`config.mk`:
```
export PLATFORM = sky130hd
export DESIGN_NAME = one_to_two_stream_demux
export DESIGN_NICKNAME = d
export VERILOG_FILES = /design/src/rtl/demux_pkg.sv /design/src/rtl/demux_slot.sv /design/src/rtl/one_to_two_stream_demux.sv
export SDC_FILE = /design/constraint.sdc
export NUM_CORES = 1
export LEC_CHECK = 0
export ABC_AREA = 0
export CORE_UTILIZATION = 38
export CTS_CLUSTER_DIAMETER = 60
export CTS_CLUSTER_SIZE = 14
export DETAILED_ROUTE_END_ITERATION = 8
export PLACE_DENSITY_LB_ADDON = 0.25
export SLEW_MARGIN = 40
export SYNTH_ARGS = -nofsm -noshare
export SYNTH_HDL_FRONTEND = slang
export SYNTH_HIERARCHICAL = 1
export SYNTH_SLANG_ARGS = --single-unit
export TNS_END_PERCENT = 20
```
`constraint.sdc`:
```
create_clock -name clk -period 1.1 [get_ports clk]
set_input_delay 0.165 -clock clk [delete_from_list [all_inputs] [get_ports clk]]
set_output_delay 0.165 -clock clk [all_outputs]
set_load 0.05 [all_outputs]
```
`src/rtl/demux_pkg.sv`:
```
// +----------------------------------------------------------------------------+
// | demux_pkg                                                                  |
// | Shared slot state type and default counter width for the stream demux.     |
// | Revision: 1.0                                                              |
// +----------------------------------------------------------------------------+
`default_nettype none

package demux_pkg;

    typedef enum logic {
        EMPTY = 1'b0,
        FULL  = 1'b1
    } slot_state_t;

    localparam int COUNT_W_DEFAULT = 8;

endpackage

`default_nettype wire

```
`src/rtl/demux_slot.sv`:
```
// +----------------------------------------------------------------------------+
// | demux_slot                                                                 |
// | One-entry holding slot: loads a word, presents it until drained.           |
// | Revision: 1.0                                                              |
// +----------------------------------------------------------------------------+
`default_nettype none

module demux_slot
    import demux_pkg::*;
#(
    parameter int WIDTH = 8
) (
    input  logic             clk,
    input  logic             rst,
    input  logic             i_load,
    input  logic [WIDTH-1:0] i_data,
    input  logic             i_ready,
    output logic             o_valid,
    output logic [WIDTH-1:0] o_data,
    output logic             o_can_load,
    output logic             o_xfer
);

    slot_state_t      r_state;
    logic [WIDTH-1:0] r_data;
    logic             w_xfer;

    assign w_xfer = (r_state == FULL) && i_ready;

    // A load wins over a drain so a simultaneous drain+load keeps the slot full.
    always_ff @(posedge clk) begin
        if (rst) begin
            r_state <= EMPTY;
            r_data  <= '0;
        end else if (i_load) begin
            r_state <= FULL;
            r_data  <= i_data;
        end else if (w_xfer) begin
            r_state <= EMPTY;
        end
    end

    assign o_valid    = (r_state == FULL);
    assign o_data     = r_data;
    assign o_can_load = (r_state == EMPTY) || i_ready;
    assign o_xfer     = w_xfer;

endmodule

`default_nettype wire

```
`src/rtl/one_to_two_stream_demux.sv`:
```
// +----------------------------------------------------------------------------+
// | one_to_two_stream_demux                                                    |
// | Routes a valid/ready stream to one of two independently draining outputs.  |
// | Optional macro DEMUX_COUNT_EN adds per-output transfer counters.           |
// | Revision: 1.0                                                              |
// +----------------------------------------------------------------------------+
`default_nettype none

module one_to_two_stream_demux
    import demux_pkg::*;
#(
    parameter int WIDTH   = 8,
    parameter int COUNT_W = COUNT_W_DEFAULT
) (
    input  logic               clk,
    input  logic               rst,
    input  logic [WIDTH-1:0]   in_data,
    input  logic               in_sel,
    input  logic               in_valid,
    output logic               in_ready,
    output logic [WIDTH-1:0]   out0_data,
    output logic               out0_valid,
    input  logic               out0_ready,
    output logic [WIDTH-1:0]   out1_data,
    output logic               out1_valid,
    input  logic               out1_ready
`ifdef DEMUX_COUNT_EN
    ,
    output logic [COUNT_W-1:0] cnt0,
    output logic [COUNT_W-1:0] cnt1
`endif
);

    logic w_can0;
    logic w_can1;
    logic w_accept;
    logic w_xfer0;
    logic w_xfer1;

    // Readiness follows only the selected slot, so a stalled peer never blocks.
    assign in_ready = in_sel ? w_can1 : w_can0;
    assign w_accept = in_valid && in_ready;

    demux_slot #(.WIDTH(WIDTH)) u_slot0 (
        .clk        (clk),
        .rst        (rst),
        .i_load     (w_accept && !in_sel),
        .i_data     (in_data),
        .i_ready    (out0_ready),
        .o_valid    (out0_valid),
        .o_data     (out0_data),
        .o_can_load (w_can0),
        .o_xfer     (w_xfer0)
    );

    demux_slot #(.WIDTH(WIDTH)) u_slot1 (
        .clk        (clk),
        .rst        (rst),
        .i_load     (w_accept && in_sel),
        .i_data     (in_data),
        .i_ready    (out1_ready),
        .o_valid    (out1_valid),
        .o_data     (out1_data),
        .o_can_load (w_can1),
        .o_xfer     (w_xfer1)
    );

`ifdef DEMUX_COUNT_EN
    logic [COUNT_W-1:0] r_cnt0;
    logic [COUNT_W-1:0] r_cnt1;

    always_ff @(posedge clk) begin
        if (rst) begin
            r_cnt0 <= '0;
            r_cnt1 <= '0;
        end else begin
            if (w_xfer0) r_cnt0 <= r_cnt0 + 1'b1;
            if (w_xfer1) r_cnt1 <= r_cnt1 + 1'b1;
        end
    end

    assign cnt0 = r_cnt0;
    assign cnt1 = r_cnt1;
`else
    logic                w_unused_xfer;
    logic [COUNT_W-1:0]  w_unused_cnt;
    assign w_unused_xfer = w_xfer0 ^ w_xfer1;
    assign w_unused_cnt  = '0;
`endif

endmodule

`default_nettype wire
```
==> Word-level counts from Yosys, hierarchy flattened <==
Index checks and enable logic that the tools add are counted.
{ "op_classes": {"n_addsub": 0, "mul": 0, "n_div": 0, "n_lt_le_gt_ge": 0, "n_eq_ne": 0, "shifts": 0, "mux": 5, "bitwise_logic": 2, "reduce_logical": 10} }
{ "ops": {"columns": ["operator", "n"], "rows": [
  ["logical AND 1 bit", 5],
  ["two-way mux 1 bit", 5],
  ["nonzero test 2 bit", 2],
  ["logical OR 1 bit", 2],
  ["NOT 1 bit", 2],
  ["zero test 1 bit", 1]
]} }
{ "word_totals": {"regBits": 18, "latchBits": 0, "ramBits": 0, "rom_bits": 0, "in_bits": 14, "output_inout_bits": 19, "wordCells": 21, "memories": 0} }

==> Logic depth before layout (Yosys ltp) <==
Gate-level depths: netlist (run 1).
{ "logic_depth": {"depth_word": 6, "depth_mapped": 5, "ltp_nobuf": 4} }

==> Hierarchy <==
Netlist (run 1), hierarchy kept.
{ "modules_own_cells": {"columns": ["mod", "n_inst", "cells_each", "area_each_um2", "seq_area_each_um2"], "rows": [
  ["demux_slot", 2, 31, 327.8, 180.2],
  ["one_to_two_stream_demux", 1, 3, 32.5, 0.0]
]} }

==> Worst setup path after synthesis (run 1) <==
OpenSTA, ideal clock, no wires.
{ "synth_timing": {"path_kind": "flip-flop to flip-flop", "startpoint": "register u_slot0.r_state (netlist: u_slot0/o_valid)", "endpoint": "register u_slot0.r_data[0] (netlist: u_slot0/o_data[0])", "arrival_time_ns": 1.309, "required_ns": 0.983, "path_slack_ns": -0.327, "path_stages_with_launch": 6, "n_path_buf": 1, "cell_sequence": "dfxtp_1 > nand2b_1 > and3b_2 > buf_6 > mux2i_1 > nor2_1"} }
{ "synth_between": {"elab_chain_len": 5} }
{ "synth_lines": {"columns": ["item", "line_no", "rtl"], "rows": [
  ["from (decl)", "demux_slot.sv:24", "slot_state_t r_state;"],
  ["from (signal assigned)", "demux_slot.sv:33", "r_state <= EMPTY;"],
  ["from (signal assigned)", "demux_slot.sv:36", "r_state <= FULL;"],
  ["from (signal assigned)", "demux_slot.sv:39", "r_state <= EMPTY;"],
  ["NOT 1 bit", "demux_slot.sv:45", "assign o_can_load = (r_state == EMPTY) || i_ready;"],
  ["logical OR 1 bit", "demux_slot.sv:45", null],
  ["net w_can0", "one_to_two_stream_demux.sv:34", "logic w_can0;"],
  ["two-way mux 1 bit", "one_to_two_stream_demux.sv:41", "assign in_ready = in_sel ? w_can1 : w_can0;"],
  ["logical AND 1 bit", "one_to_two_stream_demux.sv:42", "assign w_accept = in_valid && in_ready;"],
  ["logical AND 1 bit", "one_to_two_stream_demux.sv:47", ".i_load (w_accept && !in_sel),"],
  ["to (signal assigned)", "demux_slot.sv:37", "r_data <= i_data;"],
  ["to (decl)", "demux_slot.sv:25", "logic [WIDTH-1:0] r_data;"]
]} }
The timed path passes the listed nets, and every way through them passes these cells.
A chain may end at the register's enable or synchronous reset.

==> Final worst setup path (run 1) <==
{ "layout_timing": {"startpoint": "register u_slot0.r_state (netlist: u_slot0/o_valid)", "endpoint": "output in_ready"} }
{ "layout_between": {"elab_chain_len": 3} }
{ "layout_lines": {"columns": ["item", "line_no", "rtl"], "rows": [
  ["NOT 1 bit", "demux_slot.sv:45", null],
  ["logical OR 1 bit", "demux_slot.sv:45", null],
  ["net w_can0", "one_to_two_stream_demux.sv:34", null],
  ["two-way mux 1 bit", "one_to_two_stream_demux.sv:41", null],
  ["to (decl)", "one_to_two_stream_demux.sv:20", "output logic in_ready,"]
]} }
The timed path passes the listed nets, and every way through them passes these cells.

==> results of run 1 <==
==> per-layer routing <==
layer | global-route usage | vias up | routed length, µm
met1 | 0.209 | 293 | 768
met4 | 0.109 | 0 | 21
met5 | 0 | - | 0
met2 | 0.332 | 24 | 1040
li1 | - | 288 | -
met3 | 0.0408 | 4 | 76
==> critical path: stages (launching register included) <==
cell and delay (ps):
dfxtp_4 370, nand2b_4 60, mux2_4 280, buf_8 150
==> stage by stage <==
step,worst slack [ps],total power [mW],hold slack [ps]
after floorplan,-22.1,0.928,312
after global placement,-322,1.16,495
after detailed placement,-395,1.17,509
after CTS,-229,1.52,305
after global routing,-255,1.58,298
final,-215,1.51,327
==> state kept, by name (all words and copies together), names as in the netlist <==
register,flops
u_slot0/o_data,8
u_slot0/o_valid,1
u_slot1/o_data,8
u_slot1/o_valid,1
==> final cells by class <==
cell class / instances / area, µm² / area share
tap: 16 / 20.0 / 0.0147
sequential: 18 / 368 / 0.269
timing repair buffer: 41 / 649 / 0.476
multi-input combinational: 39 / 294 / 0.215
clock buffer: 3 / 22.5 / 0.0165
inverter: 2 / 7.51 / 0.00550
clock inverter: 1 / 3.75 / 0.00275
==> layout by cell type, fill, tap and decap left out, types with 2 or more instances in the layout <==
cell type and instances:
clkbuf_4 3, buf_12 21, mux2i_1 16, nand2b_4 2
clkbuf_16 2, a21oi_1 2, clkdlybuf4s50_1 10, dfxtp_1 16
buf_4 3, dfxtp_4 2, nor2_1 16, inv_1 2
dlygate4sd2_1 2
==> worst min-delay path by stage <==
stage                                from           endpoint  cells past startpoint
after floorplan                in_data[0]  u_slot0/o_data[0]                      2
after global placement    u_slot0/o_valid    u_slot0/o_valid                      2
after detailed placement  u_slot0/o_valid    u_slot0/o_valid                      2
after CTS                      out0_ready    u_slot0/o_valid                      3
after global routing           out0_ready    u_slot0/o_valid                      3
final                          out0_ready    u_slot0/o_valid                      3
==> power by group through the flow <==
| stage | clock network, mW | logic, mW | registers (mW) |
|---|---|---|---|
| 2_1_floorplan | 0 | 0.0980 | 0.830 |
| 3_3_place_gp | 0 | 0.428 | 0.732 |
| 3_5_place_dp | 0 | 0.435 | 0.734 |
| 4_1_cts | 0.344 | 0.454 | 0.720 |
| 5_1_grt | 0.365 | 0.489 | 0.723 |
| 6_report | 0.325 | 0.471 | 0.719 |
==> timing repair <==
| item | in CTS | in global routing |
|---|---|---|
| setup buffers | 1 | 2 |
| setup endpoints to repair | 18 | 19 |
| resized for setup | 6 | 3 |
| pin swaps | 0 | 2 |
| cloned | 1 | 1 |
| hold buffers | 0 | 0 |
==> results.md, run 1 <==
- Vias per Instance: 5.08
- Clock-pin slew on the worst setup and hold paths: 100 ps
- Slew Viols, Final: 0
- RSZ-0062 raised after global routing: true
- Mapped Area: 676 µm²
- TritonCTS clock tree: built
- Grt ovf: 0
- Hold Path Class: primary input to register
- Sw Pwr: 0.445 mW
- CP arrival: 1150 ps
- Initial antenna violation count: 0
- Worst Setup SP: u_slot0/o_valid
- Clk sinks: 18
- Chip Height: 44.2 µm
- Hold Fails Final Rpt: 0
- # Max-Cap Violations: 0
- CTS Root Cell: clkbuf_4
- Layout Utilization: 0.866
- Critical Path Source Type: register
- Placeable core area: 0.00158 mm²
- Clk_skew: 1.75 ps
- Synthesis Warnings: 6
- DR DRC count: 0
- Largest net degree at the start of global routing: 19
- Switching portion of total power: 0.294
- Tmin final: 1310 ps
- Critical path capture point type: output port
- Clock network power share: 0.214
- Post-DRT Antenna Nets: 0
- Vias in the first global route: 585
- Peak VDD IR: 977 µV
- Initial core utilization: 0.429
- Reg-to-reg startpoint: u_slot0/o_valid
- Slew headroom: 0.868
- # rows: 14
- Bufs on Longest Clock Path: 2
- Horiz. Die Dim: 44.2 µm
- Worst Path Max Fanout: 3
- Worst slew pin tran: 192 ps
- H-Tree Depth: 1
- Filler cell count: 80
- Mapped Nets: 77
- Cell Count, Final, Fillers Out: 120
- Final Worst Setup Slack: -215 ps
- Synthesized area per cell: 10.7 µm²
- CP Capture Point: in_ready
- Gpl congestion: 0.638
- Routed wire per std cell: 15.9 µm
- GR Util All Layers: 0.189
- Internal power: 1.07 mW
- Cell Pwr Density: 1110 mW/mm²
- Post-Synthesis Cells: 63
- Input/output buffers: 32
- Post-Route WL: 1.91 mm
- DP Cell Count: 111
- Post-Route Setup TNS: -1670 ps
- Max Freq: 760 MHz
- Reg2Reg Depth: 5
- Layout Nets: 119
- Area growth syn-to-layout: 102%
- Worst Path Class, Setup: register to output port
- Dpl cell area: 0.00125 mm²
- Status: finished, violations left
- Seq pwr share: 0.475
- Critical Path RT: 940 ps
- First DRT Iteration DRCs: 12
- First-pass GRT wire length: 2.59 mm
- Pleak: 0.578 nW
- I/O Pins: 33
- Failing checks: negative setup slack
- N_diodes: 0
- Share of layout cells above drive strength 1: 0.365
- Reg-to-Reg End: u_slot0/o_data[5]
- Routed vias: 609
- R2R setup slack: -160 ps
- Final period util: 1.20
- Cell area after layout: 0.00137 mm²
- Clock Latency Late Sink: 280 ps
- Num CTS Buffers: 3
- Final setup fails: 18
- Post-detail-place hpwl: 1.16 mm
- First-pass iteration count of the detailed router: 6
- Die ar.: 0.00195 mm²
- Logic pwr share: 0.311
Note: power is estimated with default switching activity, not from simulation.
==> run 2: changes to the inputs <==
- CORE_ASPECT_RATIO: not set -> 1.25
==> run 2 against run 1 <==
The run still ends with negative setup slack left. First-iteration DRC count fell by 33%. Utilization shrank 6.6 points. Sequential cell count stayed put. Sequential share of layout area rose by 1.4 points. Sequential power about the same. Hold slack worse by 140 ps. Combinational power shrank 7.2%. Clock skew grew 3.6 ps. Fmax grew 1.6%. Critical path type unchanged. Critical endpoint unchanged. Largest cell class unchanged.
==> results.md, run 2 (same netlist as run 1, synthesis figures left out) <==
- Routed wl met2: 862 µm (-17%)
- Crit-path leading delay family: flip-flops
- Die ar.: 0.00195 mm² (about the same)
- Clk_skew: 5.39 ps (+3.65 ps)
- Clock network power share: 0.209 (-0.005)
- Critical Path Source Type: register
- Grt ovf: 0 (unchanged)
- GR Util All Layers: 0.187 (-0.00258)
- DR DRC count: 0 (unchanged)
- Clk sinks: 18 (unchanged)
- RSZ-0062 raised after global routing: true
- Layout Nets: 117 (-1.7%)
- Uppermost layer routed: met4
- Routed wire per std cell: 13.2 µm (-17%)
- Post-detail-place hpwl: 1.19 mm (+2.9%)
- Largest net degree at the start of global routing: 10 (-9)
- Gpl congestion: 0.650 (+1.8%)
- Num CTS Buffers: 3 (unchanged)
- # Max-Cap Violations: 0 (unchanged)
- Routed vias: 558 (-8.4%)
- Worst slew pin tran: 153 ps (-39.2 ps)
- Hold Fails Final Rpt: 0 (unchanged)
- Post-Route Setup TNS: -1080 ps (+584 ps)
- Slowest CP cell: dfxtp_4
- Commonest non-fill, non-tap cell in the layout: buf_12
- Logic pwr share: 0.299 (-0.012)
- Most frequent cells in the layout: buf_12, mux2i_1, nor2_1, dfxtp_1, clkdlybuf4s50_1
- Failing checks: negative setup slack
- Placeable core area: 0.00162 mm² (+2.9%)
- Critical path cell sequence: nand2b_4, mux2_4, buf_8
- Slew headroom: 0.895 (+0.0269)
- Cts hold-fix bufs: 0 (unchanged)
- N_diodes: 0 (unchanged)
- Area growth syn-to-layout: 92.0%
- Post-place setup slack: -380 ps (+15.6 ps)
- Tmin final: 1290 ps (-21.2 ps)
- Pleak: 0.548 nW (-5.2%)
- Critical path capture point type: output port
- Share of layout cells above drive strength 1: 0.366 (+0.000952)
- Status: finished, violations left
- Peak VDD IR: 785 µV (-20%)
- Cell Pwr Density: 1130 mW/mm² (+1.4%)
- DRT met1 WL: 628 µm (-18%)
- Clock-pin slew on the worst setup and hold paths: 90 ps (about the same)
- Initial antenna violation count: 0 (unchanged)
- Hold Worst Slack: 185 ps (-142 ps)
- Initial core utilization: 0.417 (-0.0119)
- DP Cell Count: 114 (+2.7%)
- Final period util: 1.18 (-0.0193)
- Post-Route WL: 1.57 mm (-18%)
- CP arrival: 1130 ps (-20 ps)
- Seq pwr share: 0.492 (+0.017)
- Input/output buffers: 32 (unchanged)
- Worst Path Max Fanout: 2 (-1)
- Internal power: 1.04 mW (-2.5%)
- Worst Path Class, Setup: register to output port
- CTS Root Cell: clkbuf_4
- Hold Path Class: primary input to register
- H-Tree Depth: 1 (unchanged)
- First-pass iteration count of the detailed router: 4 (-2)
- TritonCTS clock tree: built
- Final Worst Setup Slack: -194 ps (+21.2 ps)
- Cell Count, Final, Fillers Out: 119 (-0.83%)
- Max Freq: 773 MHz (+1.6%)
- # rows: 16 (+2)
- Bufs on Longest Clock Path: 2 (unchanged)
- Final setup fails: 10 (-8)
- Delay of the slowest cell on the worst path: 370 ps (about the same)
- Vias per Instance: 4.69 (-7.6%)
- Vias in the first global route: 545 (-6.8%)
- Horiz. Die Dim: 39.7 µm (-10%)
- Sw Pwr: 0.417 mW (-6.3%)
- Post-DRT Antenna Nets: 0 (unchanged)
- I/O Pins: 33 (unchanged)
- Critical Path RT: 940 ps (about the same)
- First-pass GRT wire length: 2.43 mm (-6.4%)
- Clock Latency Late Sink: 280 ps (about the same)
- Crit path buffers/inverters: 1 (unchanged)
- First DRT Iteration DRCs: 8 (-4)
- Switching portion of total power: 0.285 (-0.00821)
- Slew Viols, Final: 0 (unchanged)
- Met3 routed WL: 60 µm (-21%)
- Chip Height: 49.1 µm (+11%)
run 2: area by class of cell:
cell class / instances / area, µm²
Tap cell: 18 / 22.5
Multi-Input combinational cell: 39 / 294
Fill cell: 102 / 324
Inverter: 2 / 7.51
Clock buffer: 3 / 22.5
Sequential cell: 18 / 368
Timing Repair Buffer: 39 / 583
run 2: timing repair:
action | in CTS | in global routing
pin swaps | 0 | 1
setup buffers | 2 | 0
hold endpoints to repair | 0 | 0
endpoints found under the setup margin | 17 | 20
gates cloned | 0 | 0
resized for setup | 5 | 2
run 2: path summary, 6_finish.rpt:
path / cells past startpoint / endpoint / slack, ps / from
min reg2reg: 2 / u_slot1/o_valid / 510 / u_slot1/o_valid
max: 3 / in_ready / -190 / u_slot0/o_valid
max reg2reg: 6 / u_slot0/o_data[0] / -130 / u_slot0/o_valid
min: 3 / u_slot1/o_valid / 190 / out1_ready
run 2: tightest hold or removal path, stage by stage:
cell,delay (ps)
dlymetal6s2s_1,80
nand2b_4,130
a21oi_1,50
run 2: metrics by stage:
step | cell area [µm²] | utilization | total power [mW]
6_report | 1300 | 0.800 | 1.46
4_1_cts | 1290 | 0.799 | 1.48
3_3_place_gp | 1250 | 0.770 | 1.16
5_1_grt | 1300 | 0.800 | 1.53
3_5_place_dp | 1250 | 0.770 | 1.16
2_1_floorplan | 698 | - | 0.928
run 2: power groups by stage:
stage / Combinational, mW / Clock [mW] / Sequential (mW)
final: 0.437 / 0.306 / 0.718
after global routing: 0.455 / 0.354 / 0.722
after CTS: 0.439 / 0.326 / 0.718
after detailed placement: 0.431 / 0 / 0.734
after global placement: 0.424 / 0 / 0.732
after floorplan: 0.0980 / 0 / 0.830
run 2: routing by layer:
metal	up-vias	track usage
li1	282	-
met1	255	0.201
met2	19	0.314
met3	2	0.0274
met4	0	0.121
met5	-	0
==> run 3: changes to the inputs <==
- PLACE_DENSITY: not set -> 0.8
- PLACE_DENSITY_LB_ADDON: 0.25 -> not set
- RECOVER_POWER: not set -> 25
==> run 3 against run 2 <==
The run still ends with negative setup slack left. Hold slack gained 150 ps. Global-route usage up 3.5 points. Sequential share of layout area is 0.11 points lower. Largest power group unchanged.
==> results.md, run 3 (same netlist as run 1, synthesis figures left out) <==
- Grt ovf: 0 (unchanged)
- Hold Path Class: primary input to register
- I/O Pins: 33 (unchanged)
- DP Cell Count: 114 (unchanged)
- Cell Pwr Density: 1160 mW/mm² (+3.1%)
- RSZ-0062 raised after global routing: true
- Cell Count, Final, Fillers Out: 123 (+3.4%)
- Critical Path RT: 1280 ps (+340 ps)
- Max Freq: 683 MHz (-12%)
- Worst Path Class, Setup: primary input to register
- N_diodes: 0 (unchanged)
- Clk sinks: 18 (unchanged)
- H-Tree Depth: 1 (unchanged)
- Status: finished, violations left
- Slew Viols, Final: 0 (unchanged)
- Commonest non-fill, non-tap cell in the layout: buf_12
- Pleak: 0.551 nW (+0.61%)
- Initial core utilization: 0.417 (unchanged)
- Routed vias: 641 (+15%)
- Filler cell count: 96 (-5.9%)
- Post-place setup slack: -467 ps (-87.8 ps)
- TritonCTS clock tree: built
- Cts hold-fix bufs: 0 (unchanged)
- Critical Path Source Type: primary input
- Post-DRT Antenna Nets: 0 (unchanged)
- Placeable core area: 0.00162 mm² (unchanged)
- Clk_skew: 3.82 ps (-1.57 ps)
- Tmin final: 1460 ps (+170 ps)
- Total chip power: 1.51 mW (+3.5%)
- Vias per Instance: 5.21 (+11%)
- First-pass GRT wire length: 2.90 mm (+20%)
- Die ar.: 0.00195 mm² (unchanged)
- Routed wire per std cell: 18.3 µm (+39%)
- Most frequent cells in the layout: buf_12, nor2_1, dfxtp_1
- CTS Root Cell: clkbuf_4
- GR Util All Layers: 0.221 (+0.0347)
- Area growth syn-to-layout: 92.8%
- Input/output buffers: 32 (unchanged)
- Post-Route Setup TNS: -3560 ps (-2470 ps)
- Clock-pin slew on the worst setup and hold paths: 100 ps (about the same)
- Vias in the first global route: 613 (+12%)
- First-pass iteration count of the detailed router: 4 (unchanged)
- Clock Latency Late Sink: 290 ps (about the same)
- CP arrival: 1640 ps (+510 ps)
- Worst Path Max Fanout: 5 (+3)
- Gpl congestion: 0.672 (+3.4%)
- Initial antenna violation count: 0 (unchanged)
- Num CTS Buffers: 3 (unchanged)
- Share of layout cells above drive strength 1: 0.381 (+0.0146)
- DR DRC count: 0 (unchanged)
- # Max-Cap Violations: 0 (unchanged)
- Final setup fails: 18 (+8)
- Worst slew pin tran: 211 ps (+58.3 ps)
- Chip Height: 49.1 µm (unchanged)
- Slew headroom: 0.855 (-0.0400)
- # rows: 16 (unchanged)
- Final period util: 1.33 (+0.155)
- Final Worst Setup Slack: -364 ps (-170 ps)
- Largest net degree at the start of global routing: 19 (+9)
- Critical path capture point type: register
- First DRT Iteration DRCs: 14 (+6)
- Hold Fails Final Rpt: 0 (unchanged)
- Layout Nets: 120 (+2.6%)
- Horiz. Die Dim: 39.7 µm (unchanged)
- Peak VDD IR: 851 µV (+8.4%)
- Bufs on Longest Clock Path: 2 (unchanged)
- Failing checks: negative setup slack
- Hold Worst Slack: 334 ps (+148 ps)
- Post-Route WL: 2.25 mm (+43%)
run 3: cell count changes in the layout (fill, tap and decap cells not counted), sizes merged:
cell	delta
dlymetal6s2s	-1
dlygate4sd2	-1
buf	+1
clkbuf	+3
clkdlybuf4s50	+2
run 3: final cells by class:
class                   instances  area, µm²  area share
inverters                       2       7.51     0.00576
well taps                      18       22.5      0.0173
multi-input cells              39        298       0.229
flip-flops and latches         18        368       0.282
clock buffers                   4       26.3      0.0202
repair buffers                 42        581       0.446
run 3: stage by stage:
stage                      util  area, µm²
after global routing      0.803       1300
after detailed placement  0.770       1250
after CTS                 0.816       1320
after floorplan               -        698
final                     0.803       1300
after global placement    0.770       1250
run 3: path summary, 6_finish.rpt:
path / start / to / slack [ps] / depth (start not counted)
max reg2reg: u_slot1/o_valid / u_slot1/o_data[2] / -310 / 7
min reg2reg: u_slot1/o_data[1] / u_slot1/o_data[1] / 500 / 2
min: out0_ready / u_slot0/o_valid / 330 / 3
max: out1_ready / u_slot1/o_data[2] / -360 / 8
run 3: worst max-delay path: stages:
cell,delay (ps)
clkdlybuf4s50_1,470
nand2b_4,130
buf_4,100
buf_4,100
and3_4,210
buf_12,130
mux2i_2,240
nor2_1,90
run 3: metal layers:
metal | GRT usage | part of all wire | routed length [µm] | vias up
li1 | - | - | - | 289
met1 | 0.249 | 0.39 | 880 | 313
met2 | 0.369 | 0.54 | 1210 | 33
met3 | 0.0274 | 0.054 | 121 | 6
met4 | 0.138 | 0.017 | 38 | 0
met5 | 0 | 0 | 0 | -
run 3: report_power, final:
group	internal [mW]	leakage, nW	switching, mW
combinational	0.234	0.387	0.222
clock	0.141	0.0150	0.197
sequential	0.683	0.149	0.0339
total	1.06	0.551	0.454
run 3: repair_timing:
item / 4_1_cts / 5_1_grt
endpoints found under the setup margin: 19 / 20
pin swaps: 1 / 3
setup buffers: 3 / 1
cloned: 0 / 1
endpoints found under the hold margin: 0 / 0
gates resized for setup: 5 / 1
